==> config.mk <==
export PLATFORM = sky130hd
export DESIGN_NAME = output_frame_packer
export DESIGN_NICKNAME = d
export VERILOG_FILES = /design/src/rtl/output_frame_packer_pkg.sv /design/src/rtl/output_frame_packer.sv
export SDC_FILE = /design/constraint.sdc
export NUM_CORES = 1
export LEC_CHECK = 0
export CORE_UTILIZATION = 34
export CTS_CLUSTER_DIAMETER = 120
export CTS_CLUSTER_SIZE = 25
export DETAILED_ROUTE_END_ITERATION = 8
export GPL_ROUTABILITY_DRIVEN = 0
export HOLD_SLACK_MARGIN = 0.06
export PLACE_DENSITY = 0.64
export SLEW_MARGIN = 10
export SYNTH_ARGS = -nofsm -noshare
export SYNTH_HDL_FRONTEND = slang
export SYNTH_SLANG_ARGS = --single-unit
==> constraint.sdc <==
create_clock -name clk_i -period 4.7 [get_ports clk_i]
set_input_delay 0.94 -clock clk_i [delete_from_list [all_inputs] [get_ports clk_i]]
set_output_delay 0.94 -clock clk_i [all_outputs]
set_load 0.01 [all_outputs]
==> src/rtl/output_frame_packer_pkg.sv <==
// output_frame_packer_pkg: state encodings, frame sizing constants and word-order helper
package output_frame_packer_pkg;
  typedef enum logic [3:0] {
    S_IDLE = 4'd0,
    S_HDR  = 4'd1,
    S_T2   = 4'd2,
    S_T1   = 4'd3,
    S_T0   = 4'd4,
    S_DAT  = 4'd5
  } state_e;
  typedef logic [2:0] word_idx_t;
  localparam logic [3:0] HDR_MARK_DEF = 4'hA;
  localparam int FRAME_WORDS_TS = 5;
  localparam int FRAME_WORDS_NO_TS = 2;
  function automatic state_e word_state(input word_idx_t i, input bit time_en);
    if (!time_en) return i == 3'd0 ? S_HDR : S_DAT;
    return i == 3'd0 ? S_HDR : i == 3'd1 ? S_T2 : i == 3'd2 ? S_T1 : i == 3'd3 ? S_T0 : S_DAT;
  endfunction
endpackage

==> src/rtl/output_frame_packer.sv <==
// output_frame_packer: captures one result per request and writes it to the output FIFO as a multi-word frame
module output_frame_packer
  import output_frame_packer_pkg::*;
#(
  parameter logic [3:0] HDR_MARK = HDR_MARK_DEF,
  parameter bit TIME_EN = 1'b1
) (
  input  logic        clk_i,
  input  logic        rst_ni,
  input  logic        req_i,
  input  logic [3:0]  tag_i,
  input  logic [13:0] adc_data_i,
  input  logic [47:0] time_stamp_i,
  output logic        rdy_o,
  input  logic        fifo_full_i,
  output logic        wr_en_o,
  output logic [15:0] dout_o,
  output logic [15:0] frame_count_o,
  output logic [15:0] drop_count_o,
  output logic [3:0]  state_o
);
  localparam word_idx_t LAST_IDX = word_idx_t'((TIME_EN ? FRAME_WORDS_TS : FRAME_WORDS_NO_TS) - 1);
  state_e state_q, state_d;
  word_idx_t idx_q, idx_d, idx_n;
  logic [3:0] tag_q;
  logic [13:0] adc_q;
  logic [47:0] time_q;
  logic [7:0] seq_q;
  logic [15:0] frame_q, drop_q;
  logic accept, drop, wr, done;
  assign rdy_o = state_q == S_IDLE;
  assign accept = req_i && rdy_o;
  assign drop = req_i && !rdy_o;
  // Writes are suppressed during reset so an aborted frame emits nothing more.
  assign wr = rst_ni && !rdy_o && !fifo_full_i;
  assign done = wr && idx_q == LAST_IDX;
  assign idx_n = idx_q + 3'd1;
  assign wr_en_o = wr;
  assign state_o = state_q;
  assign frame_count_o = frame_q;
  assign drop_count_o = drop_q;
  assign dout_o = state_q == S_HDR ? {HDR_MARK, tag_q, seq_q} :
                  state_q == S_T2  ? time_q[47:32] :
                  state_q == S_T1  ? time_q[31:16] :
                  state_q == S_T0  ? time_q[15:0] :
                  state_q == S_DAT ? {2'b00, adc_q} : 16'h0000;
  always_comb begin
    state_d = state_q;
    idx_d = idx_q;
    if (accept) begin
      state_d = S_HDR;
      idx_d = '0;
    end else if (wr) begin
      idx_d = idx_n;
      state_d = done ? S_IDLE : word_state(idx_n, TIME_EN);
    end
  end
  always_ff @(posedge clk_i) begin
    if (!rst_ni) begin
      state_q <= S_IDLE;
      idx_q <= '0;
      tag_q <= '0;
      adc_q <= '0;
      time_q <= '0;
      seq_q <= '0;
      frame_q <= '0;
      drop_q <= '0;
    end else begin
      state_q <= state_d;
      idx_q <= idx_d;
      if (accept) begin
        tag_q <= tag_i;
        adc_q <= adc_data_i;
        time_q <= time_stamp_i;
      end
      if (done) begin
        seq_q <= seq_q + 8'd1;
        frame_q <= frame_q + 16'd1;
      end
      if (drop && drop_q != 16'hFFFF) drop_q <= drop_q + 16'd1;
    end
  end
endmodule

# Yosys cells after proc, flatten, opt, wreduce, memory -nomap -nowiden
# Cells that the tools add are included.
[word_totals]
elab_cells = 48
reg_bits = 112
[op_classes]
reduce_logical = 12
bitwise = 1
n_mux = 12
eq_ne = 10
n_addsub = 4
[op_table]
columns = ["operator", "count"]
rows = [
  ["2-to-1 mux 16 bit", 4],
  ["adder 16 x 1 -> 16 bit, second input constant", 2],
  ["inequality test 16 bit, second input constant", 1],
  ["2-to-1 mux 14 bit", 1],
  ["== test 3 x 2 -> 1 bit, second input constant", 4],
  ["2-to-1 mux 3 bit", 4],
  ["== test 3 bit, second input constant", 3],
  ["adder 8 x 1 -> 8 bit, second input constant", 1],
  ["== test 3 x 1 -> 1 bit, second input constant", 2],
  ["logical AND 1 bit", 6],
  ["logical NOT 4 bit", 1],
  ["adder 3 x 1 -> 3 bit, second input constant", 1],
  ["logical NOT 3 bit", 1],
  ["2-to-1 mux 1 bit", 3],
  ["logical NOT 1 bit", 2],
  ["nonzero test 2 bit", 1],
  ["OR reduction 2 bit", 1],
  ["NOT 1 bit", 1],
]

# Depth between registers and ports, before layout
# Gate-level depths: netlist (run 1).
[depth]
depth_word = 9
ltp_mapped = 10

# Worst setup path after synthesis (run 1)
# Ideal clock, no wire load.
[synth_path]
path_kind = "register to output"
start = "reg state_q[1] (netlist: state_o[1])"
end = "out dout_o[10]"
setup_slack_ns = 2.117
t_required_ns = 3.760
t_arrival_ns = 1.643
stages_incl_launch_ff = 7
cell_sequence = "dfxtp_1 buf_4 nor2b_1 clkbuf_1 clkbuf_1 a221oi_1 o21ai_0"
[synth_via]
elab_chain_len = 6
word_cells_on_any_way = 10
cone_classes = "5 x eq/ne; 5 x mux"
[synth_lines]
columns = ["item", "line", "rtl"]
rows = [
  ["start, declared", "output_frame_packer.sv:23", "state_e state_q, state_d;"],
  ["start signal, assigned", "output_frame_packer.sv:69", "state_q <= state_d;"],
  ["== test 3 bit", "output_frame_packer.sv:46", "state_q == S_DAT ? {2'b00, adc_q} : 16'h0000;"],
  ["2-to-1 mux 14 bit", "output_frame_packer.sv:46", ""],
  ["2-to-1 mux 16 bit", "output_frame_packer.sv:45", "state_q == S_T0 ? time_q[15:0] :"],
  ["2-to-1 mux 16 bit", "output_frame_packer.sv:44", "state_q == S_T1 ? time_q[31:16] :"],
  ["2-to-1 mux 16 bit", "output_frame_packer.sv:43", "state_q == S_T2 ? time_q[47:32] :"],
  ["2-to-1 mux 16 bit *", "output_frame_packer.sv:42", "assign dout_o = state_q == S_HDR ? {HDR_MARK, tag_q, seq_q} :"],
  ["end, declared", "output_frame_packer.sv:17", "output logic [15:0] dout_o,"],
]
# Every way passes the cells marked *; elsewhere a longest branch is shown, timed or not.

# Worst setup path after layout (run 1)
[layout_path]
start = "reg state_q[2] (netlist: state_o[2])"
end = "out dout_o[7]"
# Same word-level chain as after synthesis.

==> run summary, run 1 <==
Route
- **post-route ant nets** 0
- **routed len/inst** 15.9 um
- **Detailed Route Iter0 Violations** 438
- **post-detailed-route via-to-cell ratio** 5.39
- **routed vias** 4991
- **total detailed-routing wirelength** 14.7 mm
- **number of design rule violations left after detail routing** 5
- **first-pass detailed-route iteration total** 7

Worst hold path
- **startpoint of the most critical hold path** time_q[20]
- **hold crit path type** reg2reg
- **number of cells on the worst hold path** 2

Clocking
- **CTS tree** yes
- **H-Tree Level Count** 3
- **post-CTS setup buffer count** 0
- **Hold Buf Count CTS** 0
- **Inserted Clock Buffers** 9
- **Gates resized, CTS repair** 0
- **Num Clock Sinks** 112
- **Clock Tree Root** sky130_fd_sc_hd__clkbuf_16
- **number of buffers on the longest clock path** 2
- **Skew-Pair Late Insertion Delay** 0.35 ns
- **Clock Pin Slew Worst Setup and Hold Paths** 0.08 ns

Synth
- **post-synth cell types** 50
- **most frequently used flop master after synthesis** sky130_fd_sc_hd__dfxtp_1
- **number of instances in the synthesized netlist** 646
- **number of synthesized flops with an enable pin** 0
- **Post-Synthesis Cell Area** 0.00519 mm^2
- **portion of the post-synthesis area used by sequential elements** 43.2%
- **Compound-Gate Fraction of Synth Area** 21.5%
- **Synth Area in Adders** 1.69%
- **basic-gate share of the synthesized area counting and, or, nand and nor cells** 24.2%
- **share of synthesized area spent on multiplexers** 0.772%
- **combinational family with the most area after synthesis** simple AND/OR/NAND/NOR gates
- **Yosys reg bits** 112
- **Post-Synthesis Mean Instance Area** 8.03 um^2
- **count of warnings emitted by yosys** 0
- **xor and xnor fraction of the mapped netlist area** 2.53%
- **Post-Synthesis Net Count** 723
- **Async SR Flop Fraction** 0%

Global route
- **total gr overflow** 0
- **maximum number of pins on one net before global-route repair** 106
- **most crowded layer after global routing** met2
- **met2 Use GR** 30.0%
- **number of global-route vias before repair** 4696
- **met3 track utilization from global routing** 2.70%
- **first-pass GRT wire length** 23.8 mm
- **Global Route Usage Sum** 18.7%
- **GR Util met1** 25.6%
- **antenna violations before repair** 0

Floorplanning
- **number of placement rows** 44
- **horizontal die dimension** 126 um
- **initial core utilization** 35.3%
- **Total Die Area** 0.0158 mm^2
- **height of the chip** 126 um
- **count of boundary I/O pins** 124
- **area of the core region** 0.0147 mm^2

Power and ir drop
- **leakage power summed over all cells** 0.00228 uW
- **power per cell area** 320 mW/mm^2
- **Overall Power** 2170 uW
- **worst IR drop on VDD** 0.195 mV

Critical path
- **delay of the slowest critical-path stage** 0.85 ns
- **number of buffers and inverters on the critical path** 1
- **data required time at the worst endpoint** 3.76 ns
- **Critical Path Fanout Max** 21
- **startpoint types** flip-flop
- **r2r startpoint** state_o[2]
- **worst setup path category** reg2out
- **standard cell with the maximum stage delay on the critical path** sky130_fd_sc_hd__nor2b_2
- **CP Depth** 4
- **cell family contributing the most delay on the critical path** simple AND/OR/NAND/NOR gates
- **chain of cells forming the critical path** nor2b_2, a221oi_1, o21ai_0, clkdlybuf4s50_1
- **capturing element type of the critical path** output port
- **R2R cell count** 6
- **critical path data arrival time** 3.09 ns
- **beginning of the critical path** state_o[2]

Layout
- **layout cell share with drive strength beyond 1** 7.01%
- **antenna cells** 0
- **Area Growth Syn to Fin** 30.7%
- **number of nets in the finished design** 814
- **number of cells in the finished layout apart from fillers** 926
- **Filler cells** 1418
- **final core area utilization** 46.1%

STA
- **number of setup violations in the final report** 0
- **Tcrit/Tclk final** 85.7%
- **relative slew slack** 18.7%
- **post-route setup TNS** 0 ns
- **clock period minus worst slack** 4.03 ns
- **largest clock skew in the final design** 0.0119 ns
- **transition time at the pin with the least slew margin** 1.22 ns
- **final count of hold timing violations** 0
- **FMAX** 248 MHz
- **max-slew violation count** 0
- **RSZ-0062 raised after global routing** no

Placed design
- **I/O Buffers** 122
- **hpwl dp** 10.3 mm
- **dpl cells** 910

Job
- **max-capacitance violation count** 0

Outcome
- **outcome** complete, but fails checks
- **failing checks** design-rule violations

## tightest hold or removal path: stages, from the launching register on
cell and delay [ns]:
sky130_fd_sc_hd__dfxtp_1 0.31, sky130_fd_sc_hd__nand2_1 0.05, sky130_fd_sc_hd__a21oi_1 0.05
## cell usage after synthesis (all sizes together) (5+ instances only)
cell type  number  area (um^2)
a21oi          95          551
o31ai          13          103
inv            10         37.5
and3            5         31.3
nor4            9         56.3
buf            25          180
ha              7         87.6
o21ai          24          120
nor3            6         30.0
nand3          14         70.1
or3             8         50.1
or4            11         82.6
clkbuf         24         90.1
xor2            6         52.6
nand2         167          629
nand4          10         62.6
a221oi         25          219
dfxtp         112         2240
xnor2           9         78.8
nor2           24         90.1
## report_power, final
| group | switching (uW) | internal (uW) | leakage, uW |
|---|---|---|---|
| clock | 371 | 477 | 0.000160 |
| sequential | 30.0 | 991 | 0.000913 |
| combinational | 166 | 137 | 0.00121 |
| total | 567 | 1600 | 0.00228 |
## cell families (layout without fill, tap and decap cells)
group | count (synthesis) | count (layout)
AO/OA/AOI/OAI | 172 | 172
XOR/XNOR | 15 | 15
adder cells (fa/ha/maj) | 7 | 7
buffers and inverters | 60 | 156
flip-flops | 112 | 112
multiplexers | 4 | 4
other | 1 | 1
AND/OR/NAND/NOR | 275 | 275
## cell type report
class	instances	area (um^2)	share of cell area, %
multi-input combinational	474	2660	39.3
sequential	112	2240	33.1
timing repair buffer	129	1270	18.8
tap	184	230	3.40
clock buffer	10	229	3.38
clock inverter	6	97.6	1.44
inverter	11	42.5	0.628
## metal layers
layer	vias up	routed length, um
met5	-	0
met2	175	6790
li1	2463	-
met3	25	804
met1	2328	6850
met4	0	283
## cell usage in the layout (no fill, tap or decap), drive strengths merged, types with 13 or more instances in the layout
cell type | Yosys | routed
o31ai | 13 | 13
clkdlybuf4s50 | 0 | 122
a221oi | 25 | 25
nor2 | 24 | 24
o21ai | 24 | 24
nand3 | 14 | 14
a21oi | 95 | 95
dfxtp | 112 | 112
inv | 10 | 13
nand2 | 167 | 167
## through the flow
step | cell area, um^2 | hold WS [ns] | worst slack (ns)
final | 6780 | 0.460 | 0.673
after global routing | 6780 | 0.474 | 0.404
after CTS | 6760 | 0.460 | 0.660
after detailed placement | 6440 | 0.449 | 1.01
after global placement | 6440 | 0.445 | 1.03
after floorplan | 5190 | 0.432 | 2.12
## final timing paths
path / end / slack (ns)
setup / recovery: dout_o[7] / 0.67
hold / removal: time_q[20] / 0.46
setup reg to reg: time_q[8] / 1.82
hold reg to reg: time_q[20] / 0.46
## registers in the layout, summed over array words and instances (netlist names)
| name | cells |
|---|---|
| frame_count_o | 16 |
| state_o | 3 |
| adc_q | 14 |
| idx_q | 3 |
| seq_q | 8 |
| drop_count_o | 16 |
| time_q | 48 |
| tag_q | 4 |
No activity file was read; power rests on OpenSTA's default activity.
==> inputs of run 2 (changes only) <==
--- a/config.mk
+++ b/config.mk
@@ -11,7 +11,6 @@
 export DETAILED_ROUTE_END_ITERATION = 8
 export GPL_ROUTABILITY_DRIVEN = 0
 export HOLD_SLACK_MARGIN = 0.06
-export PLACE_DENSITY = 0.64
 export SLEW_MARGIN = 10
 export SYNTH_ARGS = -nofsm -noshare
 export SYNTH_HDL_FRONTEND = slang
==> run 2 against run 1 <==
The flow still finishes with violations (design-rule violations). Largest power group unchanged. First-iteration DRC count down 13%. Clock skew shrank 0.0062 ns. Clock power is 6.4% lower. Via count is 0.52% higher.
==> run summary, run 2 (same netlist as run 1, synthesis figures left out) <==
Floorplanning
- **number of placement rows** 44, unchanged
- **Total Die Area** 0.0158 mm^2, unchanged
- **height of the chip** 126 um, unchanged
- **initial core utilization** 35.3%, unchanged
- **area of the core region** 0.0147 mm^2, unchanged
- **count of boundary I/O pins** 124, unchanged
- **horizontal die dimension** 126 um, unchanged

STA
- **transition time at the pin with the least slew margin** 1.23 ns, +0.00533 ns
- **final count of hold timing violations** 0, unchanged
- **post-route setup TNS** 0 ns, unchanged
- **clock period minus worst slack** 3.95 ns, -0.0802 ns
- **number of setup violations in the final report** 0, unchanged
- **relative slew slack** 18.3%, -0.36 points
- **max-slew violation count** 0, unchanged
- **RSZ-0062 raised after global routing** no
- **largest clock skew in the final design** 0.00567 ns, -0.00619 ns
- **Tcrit/Tclk final** 84.0%, -1.7 points
- **hold slack** 0.455 ns, -0.00482 ns
- **FMAX** 253 MHz, +2.0%

Route
- **first-pass detailed-route iteration total** 9, +2
- **post-detailed-route via-to-cell ratio** 5.41, +0.41%
- **Detailed Route Iter0 Violations** 380, -13%
- **routed len/inst** 15.9 um, -0.22%
- **post-route ant nets** 0, unchanged
- **number of design rule violations left after detail routing** 9, +4
- **routed vias** 5017, +0.52%
- **total detailed-routing wirelength** 14.7 mm, -0.11%

Critical path
- **cell family contributing the most delay on the critical path** buffers and inverters
- **flop2flop setup slack** 1.89 ns, +0.07 ns
- **delay of the slowest critical-path stage** 0.82 ns, -0.03 ns
- **Critical Path Fanout Max** 20, -4.8%
- **reg-to-reg endpoint** tag_q[1]
- **r2r startpoint** state_o[2]
- **standard cell with the maximum stage delay on the critical path** sky130_fd_sc_hd__nor2b_2
- **capturing element type of the critical path** output port
- **R2R cell count** 6, unchanged
- **critical path data arrival time** 3.01 ns, -0.08 ns
- **startpoint types** flip-flop
- **worst setup path category** reg2out
- **chain of cells forming the critical path** nor2b_2, buf_4, a221oi_1, o21ai_0, clkdlybuf4s50_1
- **data required time at the worst endpoint** 3.76 ns, about the same
- **number of buffers and inverters on the critical path** 2, +1

Clocking
- **post-CTS setup buffer count** 0, unchanged
- **Inserted Clock Buffers** 9, unchanged
- **Hold Buf Count CTS** 0, unchanged
- **Clock Pin Slew Worst Setup and Hold Paths** 0.07 ns, about the same
- **CTS tree** yes
- **Gates resized, CTS repair** 0, unchanged
- **Clock Tree Root** sky130_fd_sc_hd__clkbuf_16
- **Num Clock Sinks** 112, unchanged
- **H-Tree Level Count** 3, unchanged
- **number of buffers on the longest clock path** 2, unchanged
- **Skew-Pair Late Insertion Delay** 0.35 ns, about the same

Global route
- **GR Util met1** 23.8%, -1.9 points
- **number of global-route vias before repair** 4712, +0.34%
- **most crowded layer after global routing** met2
- **met2 Use GR** 31.7%, +1.7 points
- **first-pass GRT wire length** 23.9 mm, +0.15%
- **total gr overflow** 0, unchanged
- **Global Route Usage Sum** 18.9%, +0.13 points
- **maximum number of pins on one net before global-route repair** 106, unchanged
- **met3 track utilization from global routing** 4.71%, +2.0 points
- **antenna violations before repair** 0, unchanged

Layout
- **layout cell share with drive strength beyond 1** 7.13%, +0.13 points
- **highest-count cells in the layout ignoring fill and taps** sky130_fd_sc_hd__nand2_1 (165), sky130_fd_sc_hd__clkdlybuf4s50_1 (122), sky130_fd_sc_hd__dfxtp_1 (112)
- **most common cell after layout, fill and taps aside** sky130_fd_sc_hd__nand2_1
- **number of nets in the finished design** 815, +0.12%
- **number of flip-flops in the largest register** 48, unchanged
- **antenna cells** 0, unchanged
- **Area Growth Syn to Fin** 30.2%
- **register with the most flip-flops** time_q

Outcome
- **failing checks** design-rule violations
- **outcome** complete, but fails checks

Power and ir drop
- **logic gate share of total power** 14.3%, +0.4 points
- **net switching fraction of the power** 25.6%, -0.53 points
- **sequential share of power** 48.2%, +1.2 points
- **Clock Power Share** 37.6%, -1.4 points
- **power dissipated by switching net loads** 540 uW, -4.7%
- **leakage power summed over all cells** 0.00226 uW, -1.1%
- **worst IR drop on VDD** 0.199 mV, +2.2%
- **cell internal power dissipation** 1570 uW, -2.0%
- **power per cell area** 313 mW/mm^2, -2.3%

Placed design
- **hpwl dp** 10.2 mm, -0.85%
- **I/O Buffers** 122, unchanged

Worst hold path
- **startpoint of the most critical hold path** time_q[4]
- **number of cells on the worst hold path** 2, unchanged
- **worst hold endpoint** time_q[4]
- **hold crit path type** reg2reg

Job
- **max-capacitance violation count** 0, unchanged

==> run 2: worst register-to-register path: stages, from the launching register on <==
cell and delay (ns):
sky130_fd_sc_hd__dfxtp_1 0.48, sky130_fd_sc_hd__or3_1 0.58, sky130_fd_sc_hd__inv_2 0.29, sky130_fd_sc_hd__and2_2 0.76, sky130_fd_sc_hd__buf_4 0.39, sky130_fd_sc_hd__nand2_1 0.08
sky130_fd_sc_hd__a21oi_1 0.13
==> run 2: layer usage <==
| metal | up-vias | routed length, um |
|---|---|---|
| li1 | 2460 | - |
| met1 | 2383 | 6740 |
| met2 | 156 | 6880 |
| met4 | 0 | 238 |
| met5 | - | 0 |
| met3 | 18 | 852 |
==> run 2: power groups by stage <==
stage / Sequential [uW] / Combinational [uW] / Clock, uW
after global routing: 1020 / 331 / 850
after CTS: 1020 / 304 / 812
after floorplan: 1030 / 181 / 0
after global placement: 1040 / 299 / 0
after detailed placement: 1040 / 303 / 0
final: 1020 / 301 / 794
==> run 2: final cells by class <==
cell class	count	area (um^2)
Tap cell	184	230
Timing Repair Buffer	130	1280
Multi-Input combinational cell	474	2650
Inverter	11	42.5
Clock inverter	4	51.3
Clock buffer	12	256
Sequential cell	112	2240
Fill cell	1453	7950
==> run 2: stage by stage <==
step           power (uW)  setup WS (ns)  utilization [%]  area, um^2  std cells
6_report             2110          0.753             45.9        6750        927
4_1_cts              2130          0.736             45.9        6750        927
2_1_floorplan        1210           2.12                -        5190        646
5_1_grt              2200          0.610             45.9        6750        927
3_5_place_dp         1340          0.920             43.8        6440        911
3_3_place_gp         1340          0.923             43.8        6440        911
==> run 2: how the worst max path moves through the flow <==
stage               start          to  slack, ns  cells after the start
2_1_floorplan  state_o[1]  dout_o[10]       2.12                      6
3_3_place_gp       rst_ni     wr_en_o       0.92                      4
3_5_place_dp       rst_ni     wr_en_o       0.92                      4
4_1_cts        state_o[1]  dout_o[12]       0.74                      6
5_1_grt        state_o[1]  dout_o[11]       0.61                      5
6_report       state_o[1]  dout_o[11]       0.75                      5
==> inputs of run 3 (changes only) <==
==> constraint.sdc (replaced) <==
create_clock -name clk_i -period 3.7 [get_ports clk_i]
set_input_delay 0.74 -clock clk_i [delete_from_list [all_inputs] [get_ports clk_i]]
set_output_delay 0.74 -clock clk_i [all_outputs]
set_load 0.01 [all_outputs]
==> run 3 against run 2 <==
The flow still finishes with violations (design-rule violations). Non-clock buffer count increased by 5. Sequential cell count is the same. Global-route usage decreased by 0.34 points. Critical path type unchanged. Highest routed layer unchanged.
==> run summary, run 3 (same netlist as run 1, synthesis figures left out) <==
Route
- **number of design rule violations left after detail routing** 9, unchanged
- **routed vias** 4949, -1.4%
- **total detailed-routing wirelength** 14.6 mm, -1.0%
- **routed len/inst** 15.6 um, -1.5%
- **post-route ant nets** 0, unchanged
- **post-detailed-route via-to-cell ratio** 5.32, -1.8%
- **first-pass detailed-route iteration total** 7, -2
- **Detailed Route Iter0 Violations** 510, +34%

Clocking
- **CTS tree** yes
- **Clock Pin Slew Worst Setup and Hold Paths** 0.07 ns, about the same
- **Skew-Pair Late Insertion Delay** 0.35 ns, about the same
- **Inserted Clock Buffers** 9, unchanged
- **Gates resized, CTS repair** 0, unchanged
- **Hold Buf Count CTS** 0, unchanged
- **H-Tree Level Count** 3, unchanged
- **Num Clock Sinks** 112, unchanged
- **Clock Tree Root** sky130_fd_sc_hd__clkbuf_16
- **number of buffers on the longest clock path** 2, unchanged
- **post-CTS setup buffer count** 0, unchanged

Critical path
- **chain of cells forming the critical path** nor2b_2, buf_4, a221oi_1, o21ai_0, clkdlybuf4s50_1
- **critical path data arrival time** 2.54 ns, -0.47 ns
- **capturing element type of the critical path** output port
- **delay of the slowest critical-path stage** 0.59 ns, -0.23 ns
- **worst setup path category** reg2out
- **r2r startpoint** state_o[2]
- **beginning of the critical path** state_o[1]
- **data required time at the worst endpoint** 2.96 ns, -0.80 ns
- **standard cell with the maximum stage delay on the critical path** sky130_fd_sc_hd__clkdlybuf4s50_1
- **startpoint types** flip-flop
- **Critical Path Fanout Max** 16, -20%

Floorplanning
- **number of placement rows** 44, unchanged
- **count of boundary I/O pins** 124, unchanged
- **area of the core region** 0.0147 mm^2, unchanged
- **horizontal die dimension** 126 um, unchanged
- **Total Die Area** 0.0158 mm^2, unchanged
- **initial core utilization** 35.3%, unchanged
- **height of the chip** 126 um, unchanged

Placed design
- **I/O Buffers** 122, unchanged
- **hpwl dp** 10.4 mm, +1.2%

STA
- **max-slew violation count** 0, unchanged
- **RSZ-0062 raised after global routing** no
- **FMAX** 305 MHz
- **transition time at the pin with the least slew margin** 0.846 ns, -0.380 ns
- **number of setup violations in the final report** 0, unchanged
- **post-route setup TNS** 0 ns, unchanged
- **final count of hold timing violations** 0, unchanged
- **relative slew slack** 43.3%, +25 points
- **Tcrit/Tclk final** 88.7%
- **hold slack** 0.455 ns, -0.0000570 ns
- **clock period minus worst slack** 3.28 ns
- **largest clock skew in the final design** 0.00568 ns, +0.00000289 ns

Power and ir drop
- **leakage power summed over all cells** 0.00228 uW, +0.80%
- **net switching fraction of the power** 25.7%, +0.12 points
- **power dissipated by switching net loads** 684 uW, +27%
- **power per cell area** 393 mW/mm^2, +26%
- **logic gate share of total power** 14.5%, +0.2 points
- **cell internal power dissipation** 1980 uW, +26%
- **sequential share of power** 48.6%, +0.4 points
- **Clock Power Share** 36.9%, -0.7 points
- **worst IR drop on VDD** 0.237 mV, +19%

Global route
- **maximum number of pins on one net before global-route repair** 68, -36%
- **total gr overflow** 0, unchanged
- **number of global-route vias before repair** 4630, -1.7%
- **GR Util met1** 23.7%, -0.034 points
- **met3 track utilization from global routing** 4.84%, +0.13 points
- **most crowded layer after global routing** met2
- **first-pass GRT wire length** 23.4 mm, -1.9%
- **met2 Use GR** 30.9%, -0.78 points
- **antenna violations before repair** 0, unchanged
- **Global Route Usage Sum** 18.5%, -0.34 points

Layout
- **Filler cells** 1449, -0.28%
- **number of nets in the finished design** 820, +0.61%
- **final core area utilization** 46.1%, +0.19 points
- **number of flip-flops in the largest register** 48, unchanged
- **highest-count cells in the layout ignoring fill and taps** sky130_fd_sc_hd__nand2_1 (165), sky130_fd_sc_hd__clkdlybuf4s50_1 (122), sky130_fd_sc_hd__dfxtp_1 (112)
- **sequential cell area** 0.00224 mm^2, unchanged
- **Area Growth Syn to Fin** 30.7%
- **layout cell share with drive strength beyond 1** 7.63%, +0.50 points
- **most common cell after layout, fill and taps aside** sky130_fd_sc_hd__nand2_1
- **area taken by multi-input logic gates** 0.00265 mm^2, unchanged
- **antenna cells** 0, unchanged
- **register with the most flip-flops** time_q

Outcome
- **failing checks** design-rule violations
- **outcome** complete, but fails checks

Worst hold path
- **hold crit path type** reg2reg
- **startpoint of the most critical hold path** time_q[29]

Job
- **max-capacitance violation count** 0, unchanged

-- run 3: metal layers --
metal / vias to the layer above / wire, um
li1: 2459 / -
met1: 2312 / 6680
met2: 164 / 6890
met3: 14 / 799
met4: 0 / 184
met5: - / 0
-- run 3: final cells by class --
type / count / area share (%)
clock buffer: 11 / 3.58
inverter: 11 / 0.628
clock inverter: 4 / 0.812
multi-input combinational: 474 / 39.1
tap: 184 / 3.40
timing repair buffer: 135 / 19.5
sequential: 112 / 33.1
-- run 3: worst paths after layout --
check / cells past startpoint / to / slack (ns)
setup / recovery: 5 / dout_o[7] / 0.42
setup reg to reg: 7 / time_q[2] / 1.15
hold reg to reg: 2 / time_q[29] / 0.46
hold / removal: 2 / time_q[29] / 0.46
-- run 3: per-stage QoR --
stage | worst slack [ns] | cell area [um^2] | cells | total power [uW]
4_1_cts | 0.380 | 6780 | 931 | 2690
6_report | 0.416 | 6780 | 931 | 2660
3_3_place_gp | 0.731 | 6480 | 916 | 1700
3_5_place_dp | 0.734 | 6480 | 916 | 1710
2_1_floorplan | 1.32 | 5190 | 646 | 1540
5_1_grt | 0.278 | 6780 | 931 | 2780
-- run 3: worst max-delay path, delay by kind of cell, from the launching register on --
| kind | cells | cell delay, ns |
|---|---|---|
| compound gates | 2 | 0.36 |
| simple gates | 1 | 0.47 |
| flops | 1 | 0.45 |
| buf+inv | 2 | 0.91 |
-- run 3: power by group through the flow --
stage               sequential [uW]  combinational, uW  clock [uW]
floorplan                      1310                230           0
global placement               1320                381           0
detailed placement             1320                386           0
CTS                            1290                388        1010
global route                   1300                422        1060
finish                         1300                385         984
